File: src/rtl/pipe_ctrl_pkg.sv
// Shared types and constants for the ID/EX hazard controller.
// Forwarding select codes, hazard FSM states, architectural x0.
package pipe_ctrl_pkg;

  localparam logic [1:0] FWD_REG = 2'b00;
  localparam logic [1:0] FWD_WB  = 2'b01;
  localparam logic [1:0] FWD_MEM = 2'b10;

  localparam logic [4:0] REG_ZERO = 5'd0;

  typedef enum logic {
    RUN,
    MD_WAIT
  } state_e;

endpackage

File: src/rtl/id_ex_hazard_ctrl_if.sv
// Pipeline-side bundle for the ID/EX hazard controller.
// master: pipeline registers; slave: the controller.
interface id_ex_hazard_ctrl_if #(
  parameter int CNT_W = 32
);

  logic [4:0]       id_rs1;
  logic [4:0]       id_rs2;
  logic             id_uses_rs2;
  logic [4:0]       ex_rs1;
  logic [4:0]       ex_rs2;
  logic [4:0]       ex_rd;
  logic             ex_mem_read;
  logic             ex_md_op;
  logic             branch_taken;
  logic [4:0]       mem_rd;
  logic             mem_reg_write;
  logic [4:0]       wb_rd;
  logic             wb_reg_write;
  logic             md_done;

  logic             pc_write;
  logic             ifid_write;
  logic             ifid_flush;
  logic             idex_write;
  logic             idex_flush;
  logic             exmem_bubble;
  logic [1:0]       forward_a;
  logic [1:0]       forward_b;
  logic             md_start;
  logic             md_error;
  logic [CNT_W-1:0] stall_cnt;

  modport master (
    output id_rs1, id_rs2, id_uses_rs2,
    output ex_rs1, ex_rs2, ex_rd,
    output ex_mem_read, ex_md_op, branch_taken,
    output mem_rd, mem_reg_write,
    output wb_rd, wb_reg_write, md_done,
    input  pc_write, ifid_write, ifid_flush,
    input  idex_write, idex_flush, exmem_bubble,
    input  forward_a, forward_b,
    input  md_start, md_error, stall_cnt
  );

  modport slave (
    input  id_rs1, id_rs2, id_uses_rs2,
    input  ex_rs1, ex_rs2, ex_rd,
    input  ex_mem_read, ex_md_op, branch_taken,
    input  mem_rd, mem_reg_write,
    input  wb_rd, wb_reg_write, md_done,
    output pc_write, ifid_write, ifid_flush,
    output idex_write, idex_flush, exmem_bubble,
    output forward_a, forward_b,
    output md_start, md_error, stall_cnt
  );

endinterface

File: src/rtl/id_ex_hazard_ctrl_fwd_unit.sv
// EX-stage operand forwarding selects.
// EX/MEM result has priority over MEM/WB; x0 is never forwarded.
module fwd_unit
  import pipe_ctrl_pkg::*;
(
  input  logic [4:0] ex_rs1_i,
  input  logic [4:0] ex_rs2_i,
  input  logic [4:0] mem_rd_i,
  input  logic       mem_reg_write_i,
  input  logic [4:0] wb_rd_i,
  input  logic       wb_reg_write_i,
  output logic [1:0] fwd_a_o,
  output logic [1:0] fwd_b_o
);

  function automatic logic [1:0] sel(
    input logic [4:0] rs,
    input logic [4:0] mrd,
    input logic       mwe,
    input logic [4:0] wrd,
    input logic       wwe
  );
    if (mwe && mrd != REG_ZERO && mrd == rs)
      return FWD_MEM;
    else if (wwe && wrd != REG_ZERO && wrd == rs)
      return FWD_WB;
    else
      return FWD_REG;
  endfunction

  // Independent select per ALU operand
  always_comb begin
    fwd_a_o = sel(ex_rs1_i, mem_rd_i, mem_reg_write_i,
                  wb_rd_i, wb_reg_write_i);
    fwd_b_o = sel(ex_rs2_i, mem_rd_i, mem_reg_write_i,
                  wb_rd_i, wb_reg_write_i);
  end

endmodule

File: src/rtl/id_ex_hazard_ctrl.sv
// Hazard/stall/flush control driven by the ID/EX register.
// Also sequences the multi-cycle MUL/DIV unit with a timeout.
module id_ex_hazard_ctrl
  import pipe_ctrl_pkg::*;
#(
  parameter int MD_TIMEOUT = 64,
  parameter int CNT_W      = 32
) (
  input  logic                clk,
  input  logic                reset,
  id_ex_hazard_ctrl_if.slave  bus
);

  localparam int TW = $clog2(MD_TIMEOUT + 1);
  localparam logic [TW-1:0] T_LAST = TW'(MD_TIMEOUT - 1);

  state_e           state_q, state_d;
  logic [TW-1:0]    timer_q, timer_d;
  logic             err_q, err_d;
  logic             ret_q, ret_d;
  logic [CNT_W-1:0] stall_q, stall_d;

  logic pc_w, ifid_w, ifid_f;
  logic idex_w, idex_f, ex_bub, md_go;
  logic load_use;

  fwd_unit u_fwd (
    .ex_rs1_i        (bus.ex_rs1),
    .ex_rs2_i        (bus.ex_rs2),
    .mem_rd_i        (bus.mem_rd),
    .mem_reg_write_i (bus.mem_reg_write),
    .wb_rd_i         (bus.wb_rd),
    .wb_reg_write_i  (bus.wb_reg_write),
    .fwd_a_o         (bus.forward_a),
    .fwd_b_o         (bus.forward_b)
  );

  assign load_use = bus.ex_mem_read
                 && bus.ex_rd != REG_ZERO
                 && (bus.ex_rd == bus.id_rs1
                 || (bus.id_uses_rs2
                 && bus.ex_rd == bus.id_rs2));

  // Next state and pipeline controls; reset forces RUN defaults
  always_comb begin
    pc_w    = 1'b1;
    ifid_w  = 1'b1;
    ifid_f  = 1'b0;
    idex_w  = 1'b1;
    idex_f  = 1'b0;
    ex_bub  = 1'b0;
    md_go   = 1'b0;
    state_d = state_q;
    timer_d = timer_q;
    err_d   = err_q;
    ret_d   = 1'b0;
    if (!reset) begin
      unique case (state_q)
        RUN: begin
          if (bus.branch_taken) begin
            ifid_f = 1'b1;
            idex_f = 1'b1;
          end else if (bus.ex_md_op && !ret_q) begin
            // ret_q masks the finished op still held in ID/EX
            md_go   = 1'b1;
            pc_w    = 1'b0;
            ifid_w  = 1'b0;
            idex_w  = 1'b0;
            ex_bub  = 1'b1;
            state_d = MD_WAIT;
            timer_d = '0;
          end else if (load_use) begin
            pc_w   = 1'b0;
            ifid_w = 1'b0;
            idex_f = 1'b1;
          end
        end
        MD_WAIT: begin
          pc_w    = 1'b0;
          ifid_w  = 1'b0;
          idex_w  = 1'b0;
          ex_bub  = 1'b1;
          timer_d = timer_q + 1'b1;
          if (bus.md_done) begin
            state_d = RUN;
            ret_d   = 1'b1;
          end else if (timer_q == T_LAST) begin
            err_d   = 1'b1;
            state_d = RUN;
            ret_d   = 1'b1;
          end
        end
        default: state_d = RUN;
      endcase
    end
  end

  // Saturating count of cycles with the PC held
  always_comb begin
    stall_d = stall_q;
    if (!pc_w && stall_q != '1)
      stall_d = stall_q + 1'b1;
  end

  // State, timer, sticky error and stall counter
  always_ff @(posedge clk or posedge reset) begin
    if (reset) begin
      state_q <= RUN;
      timer_q <= '0;
      err_q   <= 1'b0;
      ret_q   <= 1'b0;
      stall_q <= '0;
    end else begin
      state_q <= state_d;
      timer_q <= timer_d;
      err_q   <= err_d;
      ret_q   <= ret_d;
      stall_q <= stall_d;
    end
  end

  assign bus.pc_write     = pc_w;
  assign bus.ifid_write   = ifid_w;
  assign bus.ifid_flush   = ifid_f;
  assign bus.idex_write   = idex_w;
  assign bus.idex_flush   = idex_f;
  assign bus.exmem_bubble = ex_bub;
  assign bus.md_start     = md_go;
  assign bus.md_error     = err_q;
  assign bus.stall_cnt    = stall_q;

endmodule

File: src/flat_wrapper.sv
// flat-port wrapper written by rule: the top's interface ports become plain ports
module id_ex_hazard_ctrl_flat import pipe_ctrl_pkg::*;
#(
  parameter int MD_TIMEOUT = 64,
  parameter int CNT_W      = 32
)
  (clk, reset, bus_id_rs1, bus_id_rs2, bus_id_uses_rs2, bus_ex_rs1, bus_ex_rs2, bus_ex_rd, bus_ex_mem_read, bus_ex_md_op, bus_branch_taken, bus_mem_rd, bus_mem_reg_write, bus_wb_rd, bus_wb_reg_write, bus_md_done, bus_pc_write, bus_ifid_write, bus_ifid_flush, bus_idex_write, bus_idex_flush, bus_exmem_bubble, bus_forward_a, bus_forward_b, bus_md_start, bus_md_error, bus_stall_cnt);
  id_ex_hazard_ctrl_if #(.CNT_W(CNT_W)) bus_i ();
  input  logic clk;
  input  logic reset;
  input wire logic [$bits(bus_i.id_rs1)-1:0] bus_id_rs1;
  input wire logic [$bits(bus_i.id_rs2)-1:0] bus_id_rs2;
  input wire logic [$bits(bus_i.id_uses_rs2)-1:0] bus_id_uses_rs2;
  input wire logic [$bits(bus_i.ex_rs1)-1:0] bus_ex_rs1;
  input wire logic [$bits(bus_i.ex_rs2)-1:0] bus_ex_rs2;
  input wire logic [$bits(bus_i.ex_rd)-1:0] bus_ex_rd;
  input wire logic [$bits(bus_i.ex_mem_read)-1:0] bus_ex_mem_read;
  input wire logic [$bits(bus_i.ex_md_op)-1:0] bus_ex_md_op;
  input wire logic [$bits(bus_i.branch_taken)-1:0] bus_branch_taken;
  input wire logic [$bits(bus_i.mem_rd)-1:0] bus_mem_rd;
  input wire logic [$bits(bus_i.mem_reg_write)-1:0] bus_mem_reg_write;
  input wire logic [$bits(bus_i.wb_rd)-1:0] bus_wb_rd;
  input wire logic [$bits(bus_i.wb_reg_write)-1:0] bus_wb_reg_write;
  input wire logic [$bits(bus_i.md_done)-1:0] bus_md_done;
  output wire logic [$bits(bus_i.pc_write)-1:0] bus_pc_write;
  output wire logic [$bits(bus_i.ifid_write)-1:0] bus_ifid_write;
  output wire logic [$bits(bus_i.ifid_flush)-1:0] bus_ifid_flush;
  output wire logic [$bits(bus_i.idex_write)-1:0] bus_idex_write;
  output wire logic [$bits(bus_i.idex_flush)-1:0] bus_idex_flush;
  output wire logic [$bits(bus_i.exmem_bubble)-1:0] bus_exmem_bubble;
  output wire logic [$bits(bus_i.forward_a)-1:0] bus_forward_a;
  output wire logic [$bits(bus_i.forward_b)-1:0] bus_forward_b;
  output wire logic [$bits(bus_i.md_start)-1:0] bus_md_start;
  output wire logic [$bits(bus_i.md_error)-1:0] bus_md_error;
  output wire logic [$bits(bus_i.stall_cnt)-1:0] bus_stall_cnt;
  assign bus_i.id_rs1 = bus_id_rs1;
  assign bus_i.id_rs2 = bus_id_rs2;
  assign bus_i.id_uses_rs2 = bus_id_uses_rs2;
  assign bus_i.ex_rs1 = bus_ex_rs1;
  assign bus_i.ex_rs2 = bus_ex_rs2;
  assign bus_i.ex_rd = bus_ex_rd;
  assign bus_i.ex_mem_read = bus_ex_mem_read;
  assign bus_i.ex_md_op = bus_ex_md_op;
  assign bus_i.branch_taken = bus_branch_taken;
  assign bus_i.mem_rd = bus_mem_rd;
  assign bus_i.mem_reg_write = bus_mem_reg_write;
  assign bus_i.wb_rd = bus_wb_rd;
  assign bus_i.wb_reg_write = bus_wb_reg_write;
  assign bus_i.md_done = bus_md_done;
  assign bus_pc_write = bus_i.pc_write;
  assign bus_ifid_write = bus_i.ifid_write;
  assign bus_ifid_flush = bus_i.ifid_flush;
  assign bus_idex_write = bus_i.idex_write;
  assign bus_idex_flush = bus_i.idex_flush;
  assign bus_exmem_bubble = bus_i.exmem_bubble;
  assign bus_forward_a = bus_i.forward_a;
  assign bus_forward_b = bus_i.forward_b;
  assign bus_md_start = bus_i.md_start;
  assign bus_md_error = bus_i.md_error;
  assign bus_stall_cnt = bus_i.stall_cnt;
  id_ex_hazard_ctrl #(.MD_TIMEOUT(MD_TIMEOUT), .CNT_W(CNT_W)) u_core (.clk(clk), .reset(reset), .bus(bus_i));
endmodule
File: config.mk
export PLATFORM = sky130hd
export DESIGN_NAME = id_ex_hazard_ctrl_flat
export DESIGN_NICKNAME = d
export VERILOG_FILES = /design/src/rtl/pipe_ctrl_pkg.sv /design/src/rtl/id_ex_hazard_ctrl_if.sv /design/src/rtl/id_ex_hazard_ctrl_fwd_unit.sv /design/src/rtl/id_ex_hazard_ctrl.sv /design/src/flat_wrapper.sv
export SDC_FILE = /design/constraint.sdc
export NUM_CORES = 1
export LEC_CHECK = 0
export CELL_PAD_IN_SITES_DETAIL_PLACEMENT = 2
export CELL_PAD_IN_SITES_GLOBAL_PLACEMENT = 2
export CORE_ASPECT_RATIO = 0.8
export CORE_MARGIN = 5
export CORE_UTILIZATION = 24
export DETAILED_ROUTE_END_ITERATION = 16
export HOLD_SLACK_MARGIN = 0.05
export PLACE_DENSITY = 0.8
export SETUP_SLACK_MARGIN = 0.4
export SLEW_MARGIN = 20
export SYNTH_ARGS = -nofsm -noshare
export SYNTH_HDL_FRONTEND = slang
export SYNTH_SLANG_ARGS = --single-unit
File: constraint.sdc
create_clock -name clk -period 1.8 [get_ports clk]
set_clock_uncertainty 0.15 [all_clocks]
set_input_delay 0.18 -clock clk [delete_from_list [all_inputs] [get_ports clk]]
set_output_delay 0.18 -clock clk [all_outputs]
set_load 0.01 [all_outputs]
==> run summary <==
Antenna Diode Count: 0
Ys async rst share: 100%
Most common cell after layout, fill and taps aside: buf_4
Slew Limit Headroom: 54.2%
Synth Cell Area: 2370 um2
First-pass GRT wire length: 21200 um
Worst R2R Path Depth: 8
Post-DP HPWL: 7680 um
Drt wl/cell: 27.3 um
Sw frac: 35.7%
Final period utilization: 125%
Vias in the first global route: 3471
Fin cells: 607
CTS clk-pin slew, worst paths: 0.08 ns
Worst path max stage delay: 0.45 ns
Total GRT Usage: 23.4%
Residual DRC count: 0
Endpoints failing setup: 41
Core Rows: 32
Crit Path Max Fanout: 5
Worst hold path class: input port to async pin
Failing checks: setup timing
Max Buffers Root-to-Sink: 2
Final min period: 2.25 ns
H-tree depth: 2
Initial antenna violation count: 0
Mapped Cells: 236
Status: finished, violations left
Critical R2R Launch: u_core.bus.stall_cnt[1]$_DFFE_PP0P_
Yosys reg bits: 42
Skew-Pair Late Insertion Delay: 0.31 ns
IO Count: 88
Vias/cell: 4.89
Leak: 2.68 nW
Data required time at the worst endpoint: 1.85 ns
Chip Width: 121 um
Total power: 4.19 mW
Max-Cap Viols: 0
Final Hold Fails: 0
Largest net degree at the start of global routing: 45
Most frequent cells in the layout: 93 x buf_4, 76 x buf_6, 39 x dfrtp_1, 22 x xnor2_1, 21 x nand4_1
Initial DRC count: 161
Die Y: 98.9 um
Sequential fraction of design power: 28.9%
Crit-path cells: ha_4 > nand3_4 > nor3_4 > nand4_1 > and3b_2 > buf_6 > buf_12 > mux2_4
Setup ws final: -0.450 ns
CTS Buf Count: 5
GPL Wtd Cong: 0.739
RSZ-0062 raised after global routing: yes
Mapped Nets: 282
Post-synthesis sequential area ratio: 44.3%
P_sw: 1.50 mW
Clock power share: 24.9%
Crit path DAT: 2.30 ns
Final #Nets: 516
Synth Flop Type: dfrtp_1
Max VDD drop: 0.000390 V
Core ar.: 9650 um2
Synth unique cells: 34
Clk sink count: 42
Reg-to-reg slack, setup: -0.45 ns
Crit Path Category: flop to flop
Internal power: 2.69 mW
Post-route ant nets: 0
Initial Util: 24.6%
FF-to-FF End: u_core.bus.stall_cnt[1]$_DFFE_PP0P_
CP startpoint kind: flop
Slowest-stage cell, CP: dfrtp_1
Root Driver: clkbuf_16
Fin. max-slew vios: 0
Post-place setup slack: -0.919 ns
Final WL: 16600 um
Layout area overhead: 131%
Grt total ovfl: 0
Die area: 12000 um2
Worst Tran Pin Value: 0.681 ns
Fmax: 444 MHz
Power Dens Cells: 764 nW/um2
Dpl cells: 525
I/O Buffers: 87
CTS tree: done
Syn Area/Cell: 10.0 um2
Endpoint type of the worst setup path: flop
Share of cells above drive strength 1: 66.7%
DR pass1 iterations: 4
Post-synth EDFFs: 0
Yosys warns: 0
Total number of vias: 2970
Logic gate share of total power: 46.2%
[registers in the layout (all words and copies together) (netlist names)]
name	cells
u_core.bus.md_error	1
u_core.bus.stall_cnt	32
u_core.ret_q	1
u_core.state_q	1
u_core.timer_q	7
[kinds of logic (layout without fill, tap and decap cells)]
kind of cell             Yosys count  count (layout)  synth area share, %
AND/OR/NAND/NOR                   98              98                 22.8
XOR/XNOR                          64              64                 23.6
flip-flops                        42              42                 44.3
AO/OA/AOI/OAI                     17              17                 4.80
buffers and inverters             11             246                 2.32
adder cells (fa/ha/maj)            2               2                 1.06
multiplexers                       2               2                 1.06
[synthesized netlist by cell type, types with 2 or more instances]
| cell | n | share of area (%) |
|---|---|---|
| buf_2 | 2 | 0.42 |
| nand3_1 | 12 | 2.5 |
| xor2_1 | 21 | 7.8 |
| xnor2_1 | 43 | 16 |
| o21ai_0 | 7 | 1.5 |
| nor4_1 | 5 | 1.3 |
| inv_1 | 6 | 0.95 |
| a22o_1 | 2 | 0.74 |
| nand4_1 | 21 | 5.5 |
| nor3_1 | 2 | 0.42 |
| or4_1 | 5 | 1.6 |
| nor3_2 | 2 | 0.84 |
| dfrtp_1 | 42 | 44 |
| nand2_1 | 20 | 3.2 |
| and3_1 | 10 | 2.6 |
| and4_1 | 3 | 1.1 |
| ha_1 | 2 | 1.1 |
| a21oi_1 | 2 | 0.42 |
| nor2_1 | 14 | 2.2 |
[critical path: cells and delay by family, from the launching register on]
family                     cells  cell delay (ns)
and+or+nand+nor                4             0.78
muxes                          1             0.29
adders and majority gates      1             0.19
buffers and inverters          2             0.27
DFF                            1             0.45
[power by group through the flow]
stage          registers (mW)  clock network (mW)  logic, mW
4_1_cts                  1.15               0.965       1.50
5_1_grt                  1.22                1.10       2.03
6_report                 1.21                1.04       1.93
2_1_floorplan            1.22                   0      0.361
3_5_place_dp             1.18                   0       1.03
3_3_place_gp             1.17                   0      0.963
[metrics by stage]
step / cell area [um2] / hold slack, ns / setup TNS, ns / util [%]
finish: 5480 / 0.136 / -12.81 / 56.8
global route: 5480 / 0.178 / -15.23 / 56.8
CTS: 5000 / 0.142 / -6.05 / 51.8
detailed placement: 4040 / 0.338 / -29.71 / 41.9
global placement: 4040 / 0.299 / -25.84 / 41.9
floorplan: 2490 / 0.0370 / -1.95 / -
[how the worst max path moves through the flow]
stage / end / slack (ns) / cells after the start / from
floorplan: u_core.bus.stall_cnt[22]$_DFFE_PP0P_ / -0.18 / 8 / u_core.bus.stall_cnt[0]$_DFFE_PP0P_
global placement: bus_ifid_write / -0.77 / 5 / bus_ex_rd[0]
detailed placement: bus_forward_a[0] / -0.92 / 6 / bus_mem_rd[1]
CTS: u_core.bus.stall_cnt[7]$_DFFE_PP0P_ / -0.24 / 9 / u_core.bus.stall_cnt[0]$_DFFE_PP0P_
global route: u_core.bus.stall_cnt[27]$_DFFE_PP0P_ / -0.51 / 7 / u_core.bus.stall_cnt[1]$_DFFE_PP0P_
finish: u_core.bus.stall_cnt[1]$_DFFE_PP0P_ / -0.45 / 8 / u_core.bus.stall_cnt[1]$_DFFE_PP0P_
[final cells by class]
class | instances | area, um2
clock buffers | 7 | 143
clock inverters | 1 | 8.76
fillers | 930 | 4170
inverters | 7 | 35.0
multi-input cells | 183 | 1960
flip-flops and latches | 42 | 1050
well taps | 136 | 170
repair buffers | 231 | 2110
[metal layers]
layer  GRT usage [%]  up-vias  wire length (um)
li1                -     1301                 -
met2            41.8       98              9020
met1            26.6     1538              6430
met3            5.05       33               674
met4            10.5        0               434
met5               0        -                 0
[repair_timing]
item,4_1_cts,5_1_grt
hold buffers,0,0
setup buffers,46,25
gates cloned,3,0
hold endpoints to repair,0,0
setup endpoints to repair,86,84
resized for setup,333,132
pin swaps,68,51
Power figures use the tool's default switching activity.
